**config.mk**
```make
export PLATFORM = sky130hd
export DESIGN_NAME = runner_game_core_flat
export DESIGN_NICKNAME = d
export VERILOG_FILES = /design/src/rtl/runner_game_core_if.sv /design/src/rtl/runner_game_core.sv /design/src/flat_wrapper.sv
export SDC_FILE = /design/constraint.sdc
export NUM_CORES = 1
export LEC_CHECK = 0
export ABC_AREA = 1
export CAP_MARGIN = 15
export CORE_UTILIZATION = 40
export CTS_CLUSTER_DIAMETER = 40
export DETAILED_ROUTE_END_ITERATION = 16
export HOLD_SLACK_MARGIN = 0.06
export PLACE_DENSITY_LB_ADDON = 0.08
export SLEW_MARGIN = 20
export SYNTH_ARGS = -nofsm -noshare
export SYNTH_HDL_FRONTEND = slang
export SYNTH_SLANG_ARGS = --single-unit
```
**constraint.sdc**
```tcl
create_clock -name CLK -period 4.8 [get_ports CLK]
set_input_delay 1.44 -clock CLK [delete_from_list [all_inputs] [get_ports CLK]]
set_output_delay 1.44 -clock CLK [all_outputs]
set_load 0.01 [all_outputs]
```
**src/rtl/runner_game_core_if.sv**
```systemverilog
// Runner engine interface: run permission, keys, random source, and the frame/score outputs.
// master drives the keys and RAND; slave is the engine core.
interface runner_game_core_if #(
    parameter int COLS    = 16,
    parameter int SCORE_W = 16
);
    logic                 ENABLE;
    logic                 JUMP_KEY;
    logic                 ABORT_KEY;
    logic [7:0]           RAND;
    logic [1:0]           STATE;
    logic [2*COLS-1:0]    LANE;
    logic                 AIR;
    logic [SCORE_W-1:0]   SCORE;
    logic [SCORE_W-1:0]   HISCORE;
    logic                 TICK;

    modport master (
        output ENABLE, JUMP_KEY, ABORT_KEY, RAND,
        input  STATE, LANE, AIR, SCORE, HISCORE, TICK
    );

    modport slave (
        input  ENABLE, JUMP_KEY, ABORT_KEY, RAND,
        output STATE, LANE, AIR, SCORE, HISCORE, TICK
    );
endinterface

```
**src/rtl/runner_game_core.sv**
```systemverilog
// Side-scrolling runner engine: game FSM, speed-up tick generator, jump timer, obstacle lane, score.
// Optional high-score register is built only when RUNNER_HISCORE_EN is defined.
module runner_game_core #(
    parameter int COLS          = 16,
    parameter int TICK_DIV      = 250000,
    parameter int TICK_MIN      = 62500,
    parameter int TICK_STEP     = 12500,
    parameter int SPEEDUP_EVERY = 40,
    parameter int JUMP_TICKS    = 3,
    parameter int MIN_GAP       = 5,
    parameter int SCORE_W       = 16
) (
    input  logic CLK,
    input  logic RST,
    runner_game_core_if.slave bus
);
    localparam int CW = $clog2(TICK_DIV + 1);
    localparam int AW = (JUMP_TICKS > 1) ? $clog2(JUMP_TICKS) : 1;
    localparam logic [CW-1:0]      DIV_C  = CW'(TICK_DIV);
    localparam logic [CW-1:0]      MIN_C  = CW'(TICK_MIN);
    localparam logic [CW-1:0]      STEP_C = CW'((TICK_STEP > TICK_DIV) ? TICK_DIV : TICK_STEP);
    localparam logic [SCORE_W-1:0] SPD_C  = SCORE_W'(SPEEDUP_EVERY);

    typedef enum logic [1:0] {
        IDLE = 2'd0,
        RUN  = 2'd1,
        OVER = 2'd2
    } state_t;

    state_t               state;
    logic                 jump_d, abort_d, jump_req;
    logic [2*COLS-1:0]    lane;
    logic                 air;
    logic [AW-1:0]        air_cnt;
    logic [SCORE_W-1:0]   score;
    logic                 tick;
    logic [CW-1:0]        period, cnt;

    logic                 jump_edge, abort_edge, tick_evt, gap_clear, collide;
    logic [2*COLS-1:0]    nxt_lane;
    logic                 nxt_air;
    logic [AW-1:0]        nxt_air_cnt;
    logic [SCORE_W-1:0]   nxt_score;
    logic [CW-1:0]        nxt_period;
    logic                 unused_rand;

    assign jump_edge   = bus.JUMP_KEY  & ~jump_d;
    assign abort_edge  = bus.ABORT_KEY & ~abort_d;
    assign tick_evt    = (cnt == period - 1'b1);
    assign unused_rand = ^bus.RAND[7:3];

    // Next frame, evaluated every cycle and committed only on a tick event.
    always_comb begin
        nxt_air     = air;
        nxt_air_cnt = air_cnt;
        if (!air && (jump_req || jump_edge)) begin
            nxt_air     = 1'b1;
            nxt_air_cnt = AW'(JUMP_TICKS - 1);
        end else if (air && air_cnt != '0) begin
            nxt_air_cnt = air_cnt - 1'b1;
        end else if (air) begin
            nxt_air = 1'b0;
        end

        // Shifted cells COLS-1-MIN_GAP..COLS-2 are the current cells COLS-MIN_GAP..COLS-1.
        gap_clear = 1'b1;
        for (int unsigned k = 0; k < COLS; k++) begin
            if ((k + MIN_GAP >= COLS) && (lane[2*k +: 2] != 2'd0))
                gap_clear = 1'b0;
        end

        nxt_lane = {2'b00, lane[2*COLS-1:2]};
        if (gap_clear && bus.RAND[1:0] != 2'd3)
            nxt_lane[2*COLS-1 -: 2] = bus.RAND[2] ? 2'd1 : 2'd2;

        collide   = (nxt_lane[1:0] != 2'd0) && !nxt_air;
        nxt_score = (score == '1) ? score : score + 1'b1;

        nxt_period = period;
        if ((nxt_score != '0) && (nxt_score % SPD_C == '0))
            nxt_period = (period - MIN_C >= STEP_C) ? period - STEP_C : MIN_C;
    end

    always_ff @(posedge CLK) begin
        if (RST) begin
            state    <= IDLE;
            jump_d   <= 1'b0;
            abort_d  <= 1'b0;
            jump_req <= 1'b0;
            lane     <= '0;
            air      <= 1'b0;
            air_cnt  <= '0;
            score    <= '0;
            tick     <= 1'b0;
            period   <= DIV_C;
            cnt      <= '0;
        end else begin
            jump_d  <= bus.JUMP_KEY;
            abort_d <= bus.ABORT_KEY;
            tick    <= 1'b0;
            if (!bus.ENABLE) begin
                state <= IDLE;
            end else begin
                case (state)
                    IDLE: begin
                        if (jump_edge) begin
                            state    <= RUN;
                            lane     <= '0;
                            air      <= 1'b0;
                            air_cnt  <= '0;
                            score    <= '0;
                            jump_req <= 1'b0;
                            cnt      <= '0;
                            period   <= DIV_C;
                        end
                    end
                    RUN: begin
                        // Abort wins over a coincident tick; that tick's frame is dropped.
                        if (abort_edge) begin
                            state <= OVER;
                        end else if (tick_evt) begin
                            cnt      <= '0;
                            jump_req <= 1'b0;
                            lane     <= nxt_lane;
                            air      <= nxt_air;
                            air_cnt  <= nxt_air_cnt;
                            tick     <= 1'b1;
                            if (collide) begin
                                state <= OVER;
                            end else begin
                                score  <= nxt_score;
                                period <= nxt_period;
                            end
                        end else begin
                            cnt <= cnt + 1'b1;
                            if (jump_edge)
                                jump_req <= 1'b1;
                        end
                    end
                    OVER: begin
                        if (jump_edge || abort_edge)
                            state <= IDLE;
                    end
                    default: state <= IDLE;
                endcase
            end
        end
    end

`ifdef RUNNER_HISCORE_EN
    logic [SCORE_W-1:0] hiscore;
    logic               game_end;

    // Final score is the unincremented one on both the collision and abort paths.
    assign game_end = bus.ENABLE && (state == RUN) && (abort_edge || (tick_evt && collide));

    always_ff @(posedge CLK) begin
        if (RST)
            hiscore <= '0;
        else if (game_end && score > hiscore)
            hiscore <= score;
    end

    assign bus.HISCORE = hiscore;
`else
    assign bus.HISCORE = '0;
`endif

    assign bus.STATE = state;
    assign bus.LANE  = lane;
    assign bus.AIR   = air;
    assign bus.SCORE = score;
    assign bus.TICK  = tick;
endmodule

```
**src/flat_wrapper.sv**
```systemverilog
// flat-port wrapper written by rule: the top's interface ports become plain ports
module runner_game_core_flat 
#(
    parameter int COLS          = 16,
    parameter int TICK_DIV      = 250000,
    parameter int TICK_MIN      = 62500,
    parameter int TICK_STEP     = 12500,
    parameter int SPEEDUP_EVERY = 40,
    parameter int JUMP_TICKS    = 3,
    parameter int MIN_GAP       = 5,
    parameter int SCORE_W       = 16
)
  (CLK, RST, bus_ENABLE, bus_JUMP_KEY, bus_ABORT_KEY, bus_RAND, bus_STATE, bus_LANE, bus_AIR, bus_SCORE, bus_HISCORE, bus_TICK);
  runner_game_core_if #(.COLS(COLS), .SCORE_W(SCORE_W)) bus_i ();
  input  logic CLK;
  input  logic RST;
  input wire logic [$bits(bus_i.ENABLE)-1:0] bus_ENABLE;
  input wire logic [$bits(bus_i.JUMP_KEY)-1:0] bus_JUMP_KEY;
  input wire logic [$bits(bus_i.ABORT_KEY)-1:0] bus_ABORT_KEY;
  input wire logic [$bits(bus_i.RAND)-1:0] bus_RAND;
  output wire logic [$bits(bus_i.STATE)-1:0] bus_STATE;
  output wire logic [$bits(bus_i.LANE)-1:0] bus_LANE;
  output wire logic [$bits(bus_i.AIR)-1:0] bus_AIR;
  output wire logic [$bits(bus_i.SCORE)-1:0] bus_SCORE;
  output wire logic [$bits(bus_i.HISCORE)-1:0] bus_HISCORE;
  output wire logic [$bits(bus_i.TICK)-1:0] bus_TICK;
  assign bus_i.ENABLE = bus_ENABLE;
  assign bus_i.JUMP_KEY = bus_JUMP_KEY;
  assign bus_i.ABORT_KEY = bus_ABORT_KEY;
  assign bus_i.RAND = bus_RAND;
  assign bus_STATE = bus_i.STATE;
  assign bus_LANE = bus_i.LANE;
  assign bus_AIR = bus_i.AIR;
  assign bus_SCORE = bus_i.SCORE;
  assign bus_HISCORE = bus_i.HISCORE;
  assign bus_TICK = bus_i.TICK;
  runner_game_core #(.COLS(COLS), .TICK_DIV(TICK_DIV), .TICK_MIN(TICK_MIN), .TICK_STEP(TICK_STEP), .SPEEDUP_EVERY(SPEEDUP_EVERY), .JUMP_TICKS(JUMP_TICKS), .MIN_GAP(MIN_GAP), .SCORE_W(SCORE_W)) u_core (.CLK(CLK), .RST(RST), .bus(bus_i));
endmodule
```
==> results, run 1 <==
- The flow ran to the end, but the final reports show violations.
- The final reports fail on negative setup slack.
- Dividing the final minimum period by the clock period gives 108.2%.
- In the routed design, unresolved DRC markers number 0.
- The post-synthesis sequential area ratio is between 20% and 30%.
- The most common cell type on the critical path is sky130_fd_sc_hd__nand2_4.
- CTS placed an instance of sky130_fd_sc_hd__clkbuf_16 at the clock tree root.
- Clock-pin slew was measured on the worst setup and hold paths at 0.08 ns.
- In the final layout, the share of cells above drive strength 1 is 27.47%.
- The worst-case setup margin in the final layout is -0.3950 ns.
- Clock latency on the worst-skew pair, taken at its later pin, is between 0.3 and 0.4 ns.
- The max-slew violation count is 0.
- The number of buffers inserted by hold repair at cts is 0.
- Data arrives at the worst endpoint at 5.45 ns.
- In this run the tool buffered the top-level ports with roughly 60 buffer cells.
- The sequential cell area is approximately 0.0018 mm^2.
- The length of the first detailed-routing pass in iterations is 5.
- Global routing used about a fifth of the available tracks.
- Among all stages on the critical path, the largest delay is contributed by sky130_fd_sc_hd__dfxtp_4.
- The CTS buffer count is 9.
- The detailed-route vias per instance is between 4 and 5.
- CTS saw between 90 and 100 sinks.
- The synthesized design contains slightly above 90 register bits.
- The die covers between 0.015 and 0.02 mm^2.
- The worst stage delay on the critical path is around 0.39 ns.
- Setup repair after global routing could not meet its margin everywhere.
- For the pin with the worst max-slew slack, the measured transition is approximately 0.58 ns.
- Counting I/O delays and the setup requirement, the final critical path takes around 5.2 ns.
- The worst slew slack as a fraction of its limit is roughly three fifths.
- Cells fill a little under three fifths of the core in the end.
- STA classifies the critical path startpoint as a flip-flop.
- The critical path in this run is classified as flip-flop to flip-flop.
- The fill cell instance count of the final layout is roughly 1,500.
- The data required time at the worst endpoint is 5.05 ns.
- The width of the die is approximately 130 um.
- The kind of path behind the tightest hold check is flip-flop to flip-flop.
- In this run, the number of DRC markers left after iteration 0 of detailed routing was 381.
- The placeable core region is roughly 0.015 mm^2.
- The CTS tree is done.
- The diode insertion count for antenna repair is 0.
- The I/O pin count is 81.
- In the synthesized netlist the dominant register cell turns out to be sky130_fd_sc_hd__dfxtp_1.
- The number of placement rows is between 40 and 50.
- The maximum achievable frequency is 192.5 MHz.
- In this run the power density over the cells is about 200 mW/mm^2.
- The initial cell density of the core is between 40% and 50%.
- The half-perimeter wire length after placement is around 12 mm.
- The total power of the final layout is between 1.5 and 2 mW.
- The final setup violation count is 16.
- The routed length per instance is around 13 um.
- The number of H-tree levels is 3.
- The total grt overflow is 0.
- The global-route wire length before repair is 27.95 mm.
- The area used by multi-input combinational logic is ~0.0044 mm^2.
- Across the routed clock network, the largest skew measured is ~0.0086 ns.
- After synthesis the cells add up to about 0.0063 mm^2.
- The async set-or-reset flop fraction in the synthesized netlist is 0%.
- The tightest hold path in the finished design has a slack of 0.4723 ns.
- The post-layout net count is around 1,100.
- For this run, the number of Yosys warnings is 0.
- The weighted congestion at the end of routability-driven global placement is roughly 0.85.
- The maximum vdd ir drop is ~0.00018 V.
- The cell count after synthesis came out at 955.
- Counting distinct cell types in the post-synthesis netlist gives 53.
- The initial antenna violation count is 0.
- The final layout contains routed wiring with a total length of 16.87 mm.
- Once detail routing completed, the nets flagged for antenna violations numbered 0.
- STA classifies the critical path endpoint as a flip-flop.
- Detailed routing inserted a total of between 6,000 and 7,000 vias.
- The area growth from synthesis to layout is 37.33%.
- The number of endpoints with negative hold slack in the final report came to 0.
- A synthesized cell averages around 6.6 um^2.
- In this run the vertical extent of the chip is 127.9 um.
- Entering global routing, the biggest net connects between 40 and 50 pins.
- Yosys mapped a number of flops with a built-in enable equal to 0.
- Counting along the longest clock path gives a buffer depth of 2.
- Along the worst path, the maximum fanout reaches 7.
- The max-cap check violation count is 0.
- The number of global-route vias before repair is 5,923.
- The analysis attributes to cell leakage a power of about 3.8 nW.
-- flip-flops by register name, indices dropped and copies added (netlist names) --
| register | flops |
|---|---|
| u_core.abort_d | 1 |
| u_core.air_cnt | 2 |
| u_core.bus.AIR | 1 |
| u_core.bus.LANE | 32 |
| u_core.bus.SCORE | 16 |
| u_core.bus.STATE | 2 |
| u_core.bus.TICK | 1 |
| u_core.cnt | 18 |
| u_core.jump_d | 1 |
| u_core.jump_req | 1 |
| u_core.period | 16 |
-- routing by layer --
metal  share of wire [%]  wire, um  global-route usage [%]  up-vias
met5                   0         0                       0        -
li1                    -         -                       -     3379
met3                 4.7       797                   4.549       16
met1                  49      8347                   29.12     2932
met2                  45      7539                   33.28      113
met4                 1.1       186                   5.882        0
-- worst max-delay path, delay by kind of cell, from the launching register on --
kind / cells / cell delay (ns)
AOI/OAI and AO/OA: 2 / 0.28
adders and majority gates: 1 / 0.15
buffers and inverters: 6 / 0.45
DFF: 1 / 0.39
and+or+nand+nor: 45 / 3.78
-- cell usage after synthesis (all sizes together) (4+ instances only) --
library cell / count / share of area (%)
a211oi: 4 / 0.47
a21oi: 49 / 4.5
a31oi: 5 / 0.59
buf: 28 / 3.4
clkbuf: 21 / 1.5
clkinv: 5 / 0.34
dfxtp: 91 / 29
ha: 7 / 1.4
inv: 116 / 6.9
nand2: 255 / 17
nand3: 107 / 10
nand4: 20 / 2.0
nor2: 92 / 5.7
nor3: 21 / 1.8
nor4: 9 / 0.89
o2111ai: 4 / 0.55
o21ai: 21 / 1.7
o22ai: 14 / 1.4
o31ai: 4 / 0.47
o32ai: 13 / 1.8
or2: 4 / 0.39
xnor2: 15 / 2.1
xor2: 32 / 4.4
-- metrics by stage --
stage	std cells	setup TNS [ns]	instance area, um^2	worst slack, ns
4_1_cts	1292	-5.217	8197	-0.3757
5_1_grt	1303	-12.51	8708	-0.8549
2_1_floorplan	970	0	6402	0.006935
3_3_place_gp	1266	-5.786	7528	-0.4416
3_5_place_dp	1266	-6.737	7528	-0.5043
6_report	1303	-5.630	8708	-0.3950
-- timing repair --
item / CTS / global route
pin swaps: 25 / 55
setup buffers: 9 / 10
setup endpoints to repair: 16 / 16
gates resized for setup: 60 / 104
cloned: 1 / 1
-- final timing paths --
path | endpoint | start | depth (start not counted) | slack, ns
setup / recovery | u_core.period[3]$_SDFFE_PP0P_ | u_core.bus.SCORE[0]$_SDFFE_PP0P_ | 54 | -0.39
hold / removal | u_core.air_cnt[1]$_SDFFE_PP0P_ | u_core.air_cnt[1]$_SDFFE_PP0P_ | 2 | 0.47
setup reg to reg | u_core.period[3]$_SDFFE_PP0P_ | u_core.bus.SCORE[0]$_SDFFE_PP0P_ | 54 | -0.39
hold reg to reg | u_core.air_cnt[1]$_SDFFE_PP0P_ | u_core.air_cnt[1]$_SDFFE_PP0P_ | 2 | 0.47
-- layout by cell type (no fill, tap or decap), types with 6 or more instances in the layout --
cell type	count
sky130_fd_sc_hd__nor3_1	19
sky130_fd_sc_hd__nand3_1	59
sky130_fd_sc_hd__a21oi_2	8
sky130_fd_sc_hd__nor2_2	10
sky130_fd_sc_hd__nand2_2	40
sky130_fd_sc_hd__xnor2_1	14
sky130_fd_sc_hd__conb_1	16
sky130_fd_sc_hd__clkbuf_16	10
sky130_fd_sc_hd__o32ai_1	13
sky130_fd_sc_hd__nand3_4	17
sky130_fd_sc_hd__inv_2	12
sky130_fd_sc_hd__dfxtp_2	8
sky130_fd_sc_hd__clkdlybuf4s50_1	59
sky130_fd_sc_hd__nor4_1	9
sky130_fd_sc_hd__nand2_4	33
sky130_fd_sc_hd__nand4_1	20
sky130_fd_sc_hd__nand2_1	179
sky130_fd_sc_hd__o22ai_1	14
sky130_fd_sc_hd__xor2_1	32
sky130_fd_sc_hd__buf_4	89
sky130_fd_sc_hd__o21ai_0	20
sky130_fd_sc_hd__dfxtp_1	79
sky130_fd_sc_hd__ha_1	6
sky130_fd_sc_hd__nor2_1	81
sky130_fd_sc_hd__a21oi_1	38
sky130_fd_sc_hd__inv_1	102
sky130_fd_sc_hd__nand3_2	31
-- power by group --
| group | switching (mW) | internal, mW |
|---|---|---|
| logic | 0.151 | 0.0947 |
| clock network | 0.364 | 0.371 |
| registers | 0.0274 | 0.768 |
-- kinds of logic (layout without fill, tap and decap cells) --
logic type / Yosys count / after routing / share of synthesized area, %
other cells: 1 / 16 / 0.05914
fa+ha+maj: 7 / 7 / 1.381
xor+xnor: 47 / 47 / 6.492
simple gates: 512 / 512 / 38.00
buf+inv: 171 / 293 / 12.35
flops: 91 / 91 / 28.73
compound gates: 126 / 126 / 12.98
-- area by class of cell --
type                    instances  share of cell area [%]
clock buffers                   9                   2.586
clock inverters                 7                  0.9195
inverters                     121                   5.330
multi-input cells             708                   50.89
flip-flops and latches         91                   21.21
well taps                     211                   3.032
repair buffers                156                   16.03
No activity file was read; power rests on OpenSTA's default activity.
==> run 2, diff against run 1 <==
- CORE_UTILIZATION: 40 -> 47
==> results, run 2 (synthesis gave the netlist of run 1 again) <==
- The run finished, with violations left.
- The checks that failed: negative setup slack.
- The total grt overflow came to 0 (unchanged).
- The area growth from synthesis to layout is 33.29%.
- The flip-flop count of the largest register after layout was 32 (unchanged).
- The startpoint kind of the worst setup timing path is a flip-flop.
- The number of global-route vias before repair was 5,800 (-2.1%).
- The routed length per instance is 13.01 um (+0.49%).
- The critical path data arrival time is 5.47 ns (+0.02 ns).
- The clock root buffer is sky130_fd_sc_hd__clkbuf_16.
- The TritonCTS sink count was 91 (unchanged).
- In the layout the commonest cells are sky130_fd_sc_hd__nand2_1, sky130_fd_sc_hd__inv_1, sky130_fd_sc_hd__buf_4.
- The post-layout net count was 1,104 (-0.27%).
- The slowest stage of the critical path is the sky130_fd_sc_hd__dfxtp_4 cell.
- The kind of path behind the tightest hold check is flip-flop to flip-flop.
- The width of the die is 118.2 um (-7.6%).
- The clock latency of the later-clocked register in the worst-skew pair is 0.35 ns (about the same).
- The post-route fraction of the period consumed by the critical path is 109.2% (+1.0 points).
- The data required time at the worst endpoint is 5.03 ns (-0.02 ns).
- TritonCTS built the clock tree.
- The sum of routed wire length over all layers is 16.46 mm (-2.4%).
- The length of the first detailed-routing pass in iterations is 5 (unchanged).
- The post-layout minimum cycle time is 5.243 ns (+0.04849 ns).
- The total power of the final layout is 1.761 mW (-0.83%).
- The die boundary height is 118.2 um (-7.6%).
- The CTS buffer count came to 9 (unchanged).
- The I/O pin count is 81 (unchanged).
- The final routed DRC violation total is 0 (unchanged).
- The number of endpoints with negative hold slack in the final report came to 0 (unchanged).
- The weighted congestion at the end of routability-driven global placement came to 0.8498 (-0.23%).
- The hold slack is 0.4696 ns (-0.002675 ns).
- The leading cell type in the layout, fill and taps excluded is sky130_fd_sc_hd__nand2_1.
- The final setup violation count is 16 (unchanged).
- The most common cell type on the critical path is sky130_fd_sc_hd__nand2_4.
- The largest net degree at the start of global routing is 41 (unchanged).
- The cell total after placement is 1,227 (-3.1%).
- The sequential cell area was 0.001851 mm^2 (+0.20%).
- The worst clock skew is 0.009376 ns (+0.0008128 ns).
- The detailed-route vias per instance was 5.114 (+3.5%).
- The area used by multi-input combinational logic is 0.004263 mm^2 (-3.8%).
- The detailed-route via count was 6,469 (+0.45%).
- The worst slew slack as a fraction of its limit is 63.23% (+1.9 points).
- The number of placement rows came to 42 (-6.7%).
- The die footprint is 0.01396 mm^2 (-15%).
- STA classifies the critical path endpoint as a flip-flop.
- The measured slew at the worst slew-check pin was 0.5509 ns (-0.02915 ns).
- The number of standard cells in the layout, taps in and fillers out is 1,265 (-2.9%).
- The clock-pin slew on the worst setup and hold paths came to 0.07 ns (about the same).
- The placeable core region is 0.01319 mm^2 (-14%).
- The fill cell instance count of the final layout is 1,220 (-20%).
- The half-perimeter wire length after placement is 11.30 mm (-3.9%).
- The worst-case setup margin in the final layout came to -0.4435 ns (-0.04849 ns).
- The cell leakage power is 3.736 nW (-2.5%).
- The global-route wire length before repair was 26.57 mm (-4.9%).
- The count of routing violations after the opening detailed-route iteration is 391 (+2.6%).
- The global-route usage over all layers is 22.97% (+1.8 points).
- The final design utilization came to 64.08% (+7.2 points).
- The worst stage delay on the critical path came to 0.38 ns (about the same).
- The diode insertion count for antenna repair was 0 (unchanged).
- The final setup TNS is -6.583 ns (-0.9535 ns).
- The max-slew violation count is 0 (unchanged).
- The maximum vdd ir drop is 0.0001690 V (-8.4%).
- Setup repair after global routing could not meet its margin everywhere.
- The count of port buffers added during placement is 59 (unchanged).
- The initial antenna violation count is 0 (unchanged).
- The power density over cell area is 208.3 mW/mm^2 (+2.2%).
- The number of H-tree levels is 3 (unchanged).
- The maximum achievable frequency is 190.7 MHz (-0.92%).
- The share of cells above drive strength 1 is 25.99% (-1.5 points).
- The initial cell density of the core is 48.07% (+6.7 points).
- The maximum fanout encountered on the critical timing path came to 7 (unchanged).
- The count of nets left with antenna violations after detail routing came to 0 (unchanged).
- The maximum clock path buffer count is 2 (unchanged).
- The max-cap check violation count is 0 (unchanged).
- The worst setup path is of the flip-flop to flip-flop kind.
-- run 2: critical path: cells and delay by family (launching register included) --
| kind | cells | cell delay (ns) |
|---|---|---|
| flops | 1 | 0.38 |
| compound gates | 1 | 0.06 |
| simple gates | 44 | 3.96 |
| buf+inv | 6 | 0.54 |
| fa+ha+maj | 1 | 0.16 |
-- run 2: per-layer routing --
layer	routed length (um)	track usage (%)	share of wire (%)
met1	7816	31.34	47
met2	7644	36.21	46
met3	812	4.247	4.9
met4	186	7.933	1.1
met5	0	0	0
-- run 2: through the flow --
step | worst slack (ns) | cell area, um^2
finish | -0.4435 | 8452
global route | -0.8550 | 8452
CTS | -0.2477 | 8056
detailed placement | -0.4997 | 7455
global placement | -0.4323 | 7455
floorplan | 0.006935 | 6402
-- run 2: what timing repair did --
| item | in CTS | in global routing |
|---|---|---|
| hold buffers | 0 | 0 |
| resized for setup | 54 | 77 |
| buffers inserted | 10 | 11 |
| cloned | 1 | 0 |
| pin swaps | 11 | 37 |
| endpoints found under the setup margin | 16 | 16 |
-- run 2: final timing paths --
check | start | end | slack, ns | depth (start not counted)
worst min register to register | u_core.air_cnt[1]$_SDFFE_PP0P_ | u_core.air_cnt[1]$_SDFFE_PP0P_ | 0.47 | 2
worst min-delay path | u_core.air_cnt[1]$_SDFFE_PP0P_ | u_core.air_cnt[1]$_SDFFE_PP0P_ | 0.47 | 2
worst max-delay path | u_core.bus.SCORE[0]$_SDFFE_PP0P_ | u_core.period[7]$_SDFFE_PP1P_ | -0.44 | 52
worst max register to register | u_core.bus.SCORE[0]$_SDFFE_PP0P_ | u_core.period[7]$_SDFFE_PP1P_ | -0.44 | 52
-- run 2: power breakdown --
part | switching, mW | internal [mW] | total (mW)
Combinational | 0.148 | 0.0910 | 0.240
Sequential | 0.0271 | 0.767 | 0.795
Clock | 0.355 | 0.371 | 0.726
Total | 0.531 | 1.23 | 1.76
-- run 2: layout make-up --
class | count | share of cell area, %
clock buffers | 9 | 2.665
clock inverters | 7 | 0.9030
inverters | 121 | 5.492
multi-input cells | 708 | 50.44
flip-flops and latches | 91 | 21.89
well taps | 176 | 2.605
repair buffers | 153 | 16.00
==> patch 1 (config.mk and constraints of run 1) <==
Add a define of `RUNNER_HISCORE_EN`.
--- a/src/rtl/runner_game_core.sv
+++ b/src/rtl/runner_game_core.sv
@@ -1,5 +1,7 @@
 // Side-scrolling runner engine: game FSM, speed-up tick generator, jump timer, obstacle lane, score.
 // Optional high-score register is built only when RUNNER_HISCORE_EN is defined.
+`define RUNNER_HISCORE_EN
+
 module runner_game_core #(
     parameter int COLS          = 16,
     parameter int TICK_DIV      = 250000,
Function: same outputs for any inputs over 4 cycles, from zero or initial values and one cycle with RST high; that may be too few to reach the edited logic, so the function may still have changed.
==> patch 1 against run 1 <==
The flow still finishes with violations (negative setup slack); design area grew 8.5%; sequential power grew 16%; core utilization shrank 2.4 points; sequential cell count grew 16; worst setup slack gained 0.19 ns; synthesized area grew 12%; worst hold slack gained 0.0068 ns; synthesized cell count grew 8.7%; die area grew 12%; clock power grew 12%; power grew 11%; sequential share of layout area grew 1.8 points; wire length grew 14%; critical endpoint is now u_core.period[17].
==> patch 1: results (changes against run 1) <==
status: "finished with violations"
violations: "negative setup slack"
dpl_worst_slack_ns: -0.398  # +0.107 ns
arrival_ns: 5.23  # -0.22 ns
synth_area_leaders: "dfxtp_1 (30%), nand2_1 (10%), inv_1 (6.8%), nand3_1 (6.5%), nor2_1 (5.3%)"
p_leak_nw: 4.13  # +7.7%
fin_nets: 1225  # +11%
clock_skew_ns: 0.0165  # +0.00797 ns
tightest_slew_ns: 0.921  # +0.341 ns
drive_above_1_share_pct: 21.6  # -5.9 points
grt_usage_pct: 21.5  # +0.31 points
gp_congestion: 0.849  # -0.31%
wl_per_cell_um: 13.5  # +4.4%
grt_pass1_wl_um: 31700  # +13%
worstHoldEndpoint: "u_core.bus.HISCORE[11]"
peakVddDrop_mv: 0.177  # -4.2%
r2r-end: "u_core.period[17]"
setup_viol: 16  # unchanged
synth_cell_types: 50  # -5.7%
seq_area_frac_synth_pct: 30.1  # +1.4 points
dr_total_vias: 7169  # +11%
synth_common_cells: "nand2_1 (193), inv_1 (129), dfxtp_1 (107), nor2_1 (101), nand3_1 (92)"
hpwl_um: 13900  # +18%
timing.final.ws_setup_ns: -0.205  # +0.190 ns
r2r.worst_path.cells: 45  # -17%
## patch 1: cell types whose count changed after synthesis, moves of 9 or more
cell,before,now
nand3_2,22,13
a21oi_1,38,56
buf_4,20,6
nand2_1,224,193
ha_1,7,23
nor2_1,86,101
xor2_1,32,41
a21oi_2,11,0
inv_1,106,129
dfxtp_1,91,107
o21ai_0,20,38
a22oi_1,1,12
## patch 1: cell families (layout without fill, tap and decap cells)
logic type / after synthesis / after routing / synth area share [%]
AOI/OAI and AO/OA: 168 / 168 / 14.7
and+or+nand+nor: 511 / 512 / 34.6
adders and majority gates: 23 / 23 / 4.04
DFF: 107 / 107 / 30.1
xor gates and xnor gates: 52 / 52 / 6.50
buffers and inverters: 177 / 332 / 10.1
## patch 1: layout make-up
class | instances | area (µm²)
clock inverter | 7 | 100
sequential | 107 | 2170
inverter | 140 | 531
timing repair buffer | 176 | 1550
tap | 225 | 282
fill | 1715 | 7910
multi-input combinational | 755 | 4590
clock buffer | 9 | 225
## patch 1: power groups by stage
stage / Sequential [mW] / Clock [mW] / Combinational (mW)
finish: 0.921 / 0.819 / 0.230
floorplan: 0.931 / 0 / 0.177
global route: 0.924 / 0.870 / 0.259
global placement: 0.944 / 0 / 0.221
CTS: 0.923 / 0.845 / 0.228
detailed placement: 0.944 / 0 / 0.222
## patch 1: metrics by stage
step	setup TNS [ns]	instance area (µm²)
after floorplan	0	7120
after global placement	-5.07	8630
after detailed placement	-5.69	8630
after CTS	-2.57	9330
after global routing	-9.93	9450
final	-2.88	9450
## patch 1: worst max-delay path by stage
stage,slack [ns],from,cells past startpoint,endpoint
floorplan,0.01,u_core.bus.SCORE[1],50,u_core.period[5]
global placement,-0.36,u_core.bus.SCORE[0],48,u_core.period[17]
detailed placement,-0.40,u_core.bus.SCORE[0],55,u_core.period[17]
CTS,-0.19,u_core.bus.SCORE[1],50,u_core.period[17]
global route,-0.65,u_core.bus.SCORE[0],46,u_core.period[3]
finish,-0.21,u_core.bus.SCORE[10],45,u_core.period[17]
## patch 1: worst max-delay path: cells and delay by family, from the launching register on
family	cells	cell delay [ns]
simple gates	40	3.74
xor+xnor	1	0.18
buf+inv	3	0.37
compound gates	1	0.16
flops	1	0.39
## patch 1: metal layers
layer  track usage (%)  wire [µm]  vias to the layer above
met3              3.74        694                       12
met5                 0          0                        -
met2              33.6       8280                      101
met4              4.49        157                        0
li1                  -          -                     3775
met1              30.7      10000                     3281
## patch 1: what timing repair did
item,in CTS,in global routing
buffers inserted,12,2
setup endpoints to repair,16,16
resized for setup,77,28
cloned,1,0
pin swaps,36,38
==> patch 2 (settings of run 1) <==
Made on the original files. `TICK_DIV` is set to 250000 in 2 places; all go to 125000.
--- a/src/rtl/runner_game_core.sv
+++ b/src/rtl/runner_game_core.sv
@@ -2,7 +2,7 @@
 // Optional high-score register is built only when RUNNER_HISCORE_EN is defined.
 module runner_game_core #(
     parameter int COLS          = 16,
-    parameter int TICK_DIV      = 250000,
+    parameter int TICK_DIV      = 125000,
     parameter int TICK_MIN      = 62500,
     parameter int TICK_STEP     = 12500,
     parameter int SPEEDUP_EVERY = 40,
--- a/src/flat_wrapper.sv
+++ b/src/flat_wrapper.sv
@@ -2,7 +2,7 @@
 module runner_game_core_flat 
 #(
     parameter int COLS          = 16,
-    parameter int TICK_DIV      = 250000,
+    parameter int TICK_DIV      = 125000,
     parameter int TICK_MIN      = 62500,
     parameter int TICK_STEP     = 12500,
     parameter int SPEEDUP_EVERY = 40,
Check against the original RTL: same outputs for any inputs over 4 cycles, from zero or initial values and one cycle with RST high; that may be too few to reach the edited logic, so the function may still have changed.
==> patch 2 against run 1 <==
The run ends with design-rule violations, negative setup slack left; clock skew shrank 0.00067 ns; worst setup slack gained 0.30 ns; via count shrank 5.9%; core utilization shrank 2.6 points; synthesized area shrank 3.5%; sequential cell count shrank 2; fmax grew 6.0%; design area shrank 8.0%; worst hold slack lost 0.0042 ns; wire length shrank 5.2%; highest routed layer unchanged.
Power is not compared: it rests on default switching activity, and its combinational part moved more than twofold at a synthesized area within 25%.
==> patch 2: results (changes against run 1) <==
wl_per_cell_um: 13.2  # +2.1%
gp_congestion: 0.809  # -5.0%
grt_pass1_wl_um: 26900  # -3.9%
rr_startpoint: "u_core.bus.SCORE[1]"
status: "finished with violations"
drt-met1-wl_um: 7980  # -4.4%
max-clock-path-buffers: 2  # unchanged
setup_viol: 15  # -1
synth_cell_types: 50  # -5.7%
cp_slowest_cell: "dfxtp_4"
r2r-end: "u_core.period[7]"
fin_nets: 1039  # -6.1%
grt_max_degree: 42  # +2.4%
drc_errors: 5  # +5
timing.final.ws_setup_ns: -0.0999  # +0.295 ns
wl_met2_um: 7060  # -6.3%
grt_usage_pct: 20.8  # -0.37 points
switching_share_pct: 33.9
num_antenna_cells: 0  # unchanged
peakVddDrop_mv: 0.195
seq_area_frac_synth_pct: 29.1  # +0.39 points
clock_skew_ns: 0.00789  # -0.000671 ns
rrSetupSlack_ns: -0.1  # +0.30 ns
synth_common_cells: "nand2_1 (154), inv_1 (107), nor2_1 (103), nand3_1 (93), dfxtp_1 (89)"
antenna_found_initial: 0  # unchanged
r2r.worst_path.cells: 51  # -5.6%
hpwl_um: 11400  # -2.8%
routed_wl_um: 16000  # -5.2%
portBuffers: 59  # unchanged
clk_pin_slew_ns: 0.07
clk_latency_ns: 0.35
violations: "design-rule violations, negative setup slack"
largest_reg_flops: 32  # unchanged
synth_area_leaders: "dfxtp_1 (29%), nand2_1 (9.4%), nand3_1 (7.6%), inv_1 (6.6%), nor2_1 (6.3%)"
nFillCells: 1469  # -3.3%
critPathMaxFanout: 8  # +1
max-slew-margin-rel_pct: 55.6  # -5.7 points
cts_made_buffers: 9  # unchanged
drive_above_1_share_pct: 23.0  # -4.4 points
vias_per_cell: 5.01  # +1.4%
min_path_type: "flip-flop to flip-flop"
pwr-share-clk_pct: 34.4
worstHoldEndpoint: "u_core.air_cnt[1]"
async_flop_share_pct: 0  # unchanged
drt_iter0_drc: 210  # -45%
cp_slowest_stage_delay_ns: 0.37  # -0.02 ns
dpl_cell_area_um2: 7180  # -4.6%
synth_cells: 906  # -5.1%
dr_wl_met3_um: 795  # -0.25%
cts.htree.levels: 3  # unchanged
worst_hold_path.num_cells: 2  # unchanged
hold_slack_ns: 0.468  # -0.00424 ns
grt_pass1_vias: 5710  # -3.6%
dp_cells: 1179  # -6.9%
arrival_ns: 5.14  # -0.31 ns
hp-start: "u_core.air_cnt[1]"
drt_pre_antenna_iters: 11  # +6
patch 2: cell count changes after synthesis, sizes merged, moves of 3 or more:
cell   before  now
a32oi       0   13
nand2     255  193
nand4      20   15
nor3       21   16
a21oi      49   32
inv       116  120
o21ai      21   32
nor2       92  113
nand3     107  104
xor2       32   35
patch 2: cells by family (layout without fill, tap and decap cells):
logic type      Yosys count  count (layout)  synth area share [%]
compound gates          132             132                  14.1
simple gates            454             454                  35.3
xor+xnor                 49              49                  7.01
flops                    89              89                  29.1
fa+ha+maj                 6               6                  1.23
other cells               1              16                0.0613
buf+inv                 175             279                  13.2
patch 2: layer usage:
metal | GRT usage, % | vias to the layer above
met1 | 28.6 | 2747
li1 | - | 3198
met2 | 32.6 | 106
met5 | 0 | -
met3 | 4.16 | 11
met4 | 6.53 | 0
patch 2: critical path: cells and delay by family (launching register included):
kind | cells | cell delay [ns]
fa+ha+maj | 1 | 0.15
compound gates | 1 | 0.12
buf+inv | 5 | 0.54
flops | 1 | 0.37
simple gates | 44 | 3.60
patch 2: timing repair:
item,in CTS,in global routing
hold buffers,0,0
resized for setup,73,29
setup buffers,7,6
gates cloned,1,0
pin swaps,19,10
endpoints found under the setup margin,15,15
patch 2: worst max-delay path by stage:
stage / start / end / slack [ns] / depth (start not counted)
final: u_core.bus.SCORE[1] / u_core.period[7] / -0.1 / 51
after global routing: u_core.bus.SCORE[11] / u_core.period[2] / -0.60 / 54
after CTS: u_core.bus.SCORE[1] / u_core.period[7] / -0.09 / 51
after detailed placement: u_core.bus.SCORE[0] / u_core.period[13] / -0.20 / 53
after global placement: u_core.bus.SCORE[0] / u_core.period[3] / -0.13 / 51
after floorplan: u_core.bus.SCORE[0] / u_core.period[10] / 0.08 / 52
patch 2: metrics by stage:
step | TNS, ns | setup WS [ns]
6_report | -1.03 | -0.0999
5_1_grt | -8.16 | -0.604
4_1_cts | -0.940 | -0.0895
3_5_place_dp | -2.73 | -0.204
3_3_place_gp | -1.72 | -0.129
2_1_floorplan | 0 | 0.0800
patch 2: cell type report:
class	count	area (µm²)	area share, %
inverters	124	469	5.86
clock inverters	7	75.1	0.937
clock buffers	9	225	2.81
well taps	184	230	2.87
repair buffers	139	1250	15.7
flip-flops and latches	89	1800	22.5
multi-input cells	657	3960	49.4
patch 2: power groups by stage:
stage               logic (mW)  clock network [mW]  registers [mW]
floorplan                0.442                   0           0.795
global placement         0.515                   0           0.816
detailed placement       0.518                   0           0.816
CTS                      0.572               0.743           0.800
global route             0.661               0.778           0.805
finish                   0.585               0.725           0.800
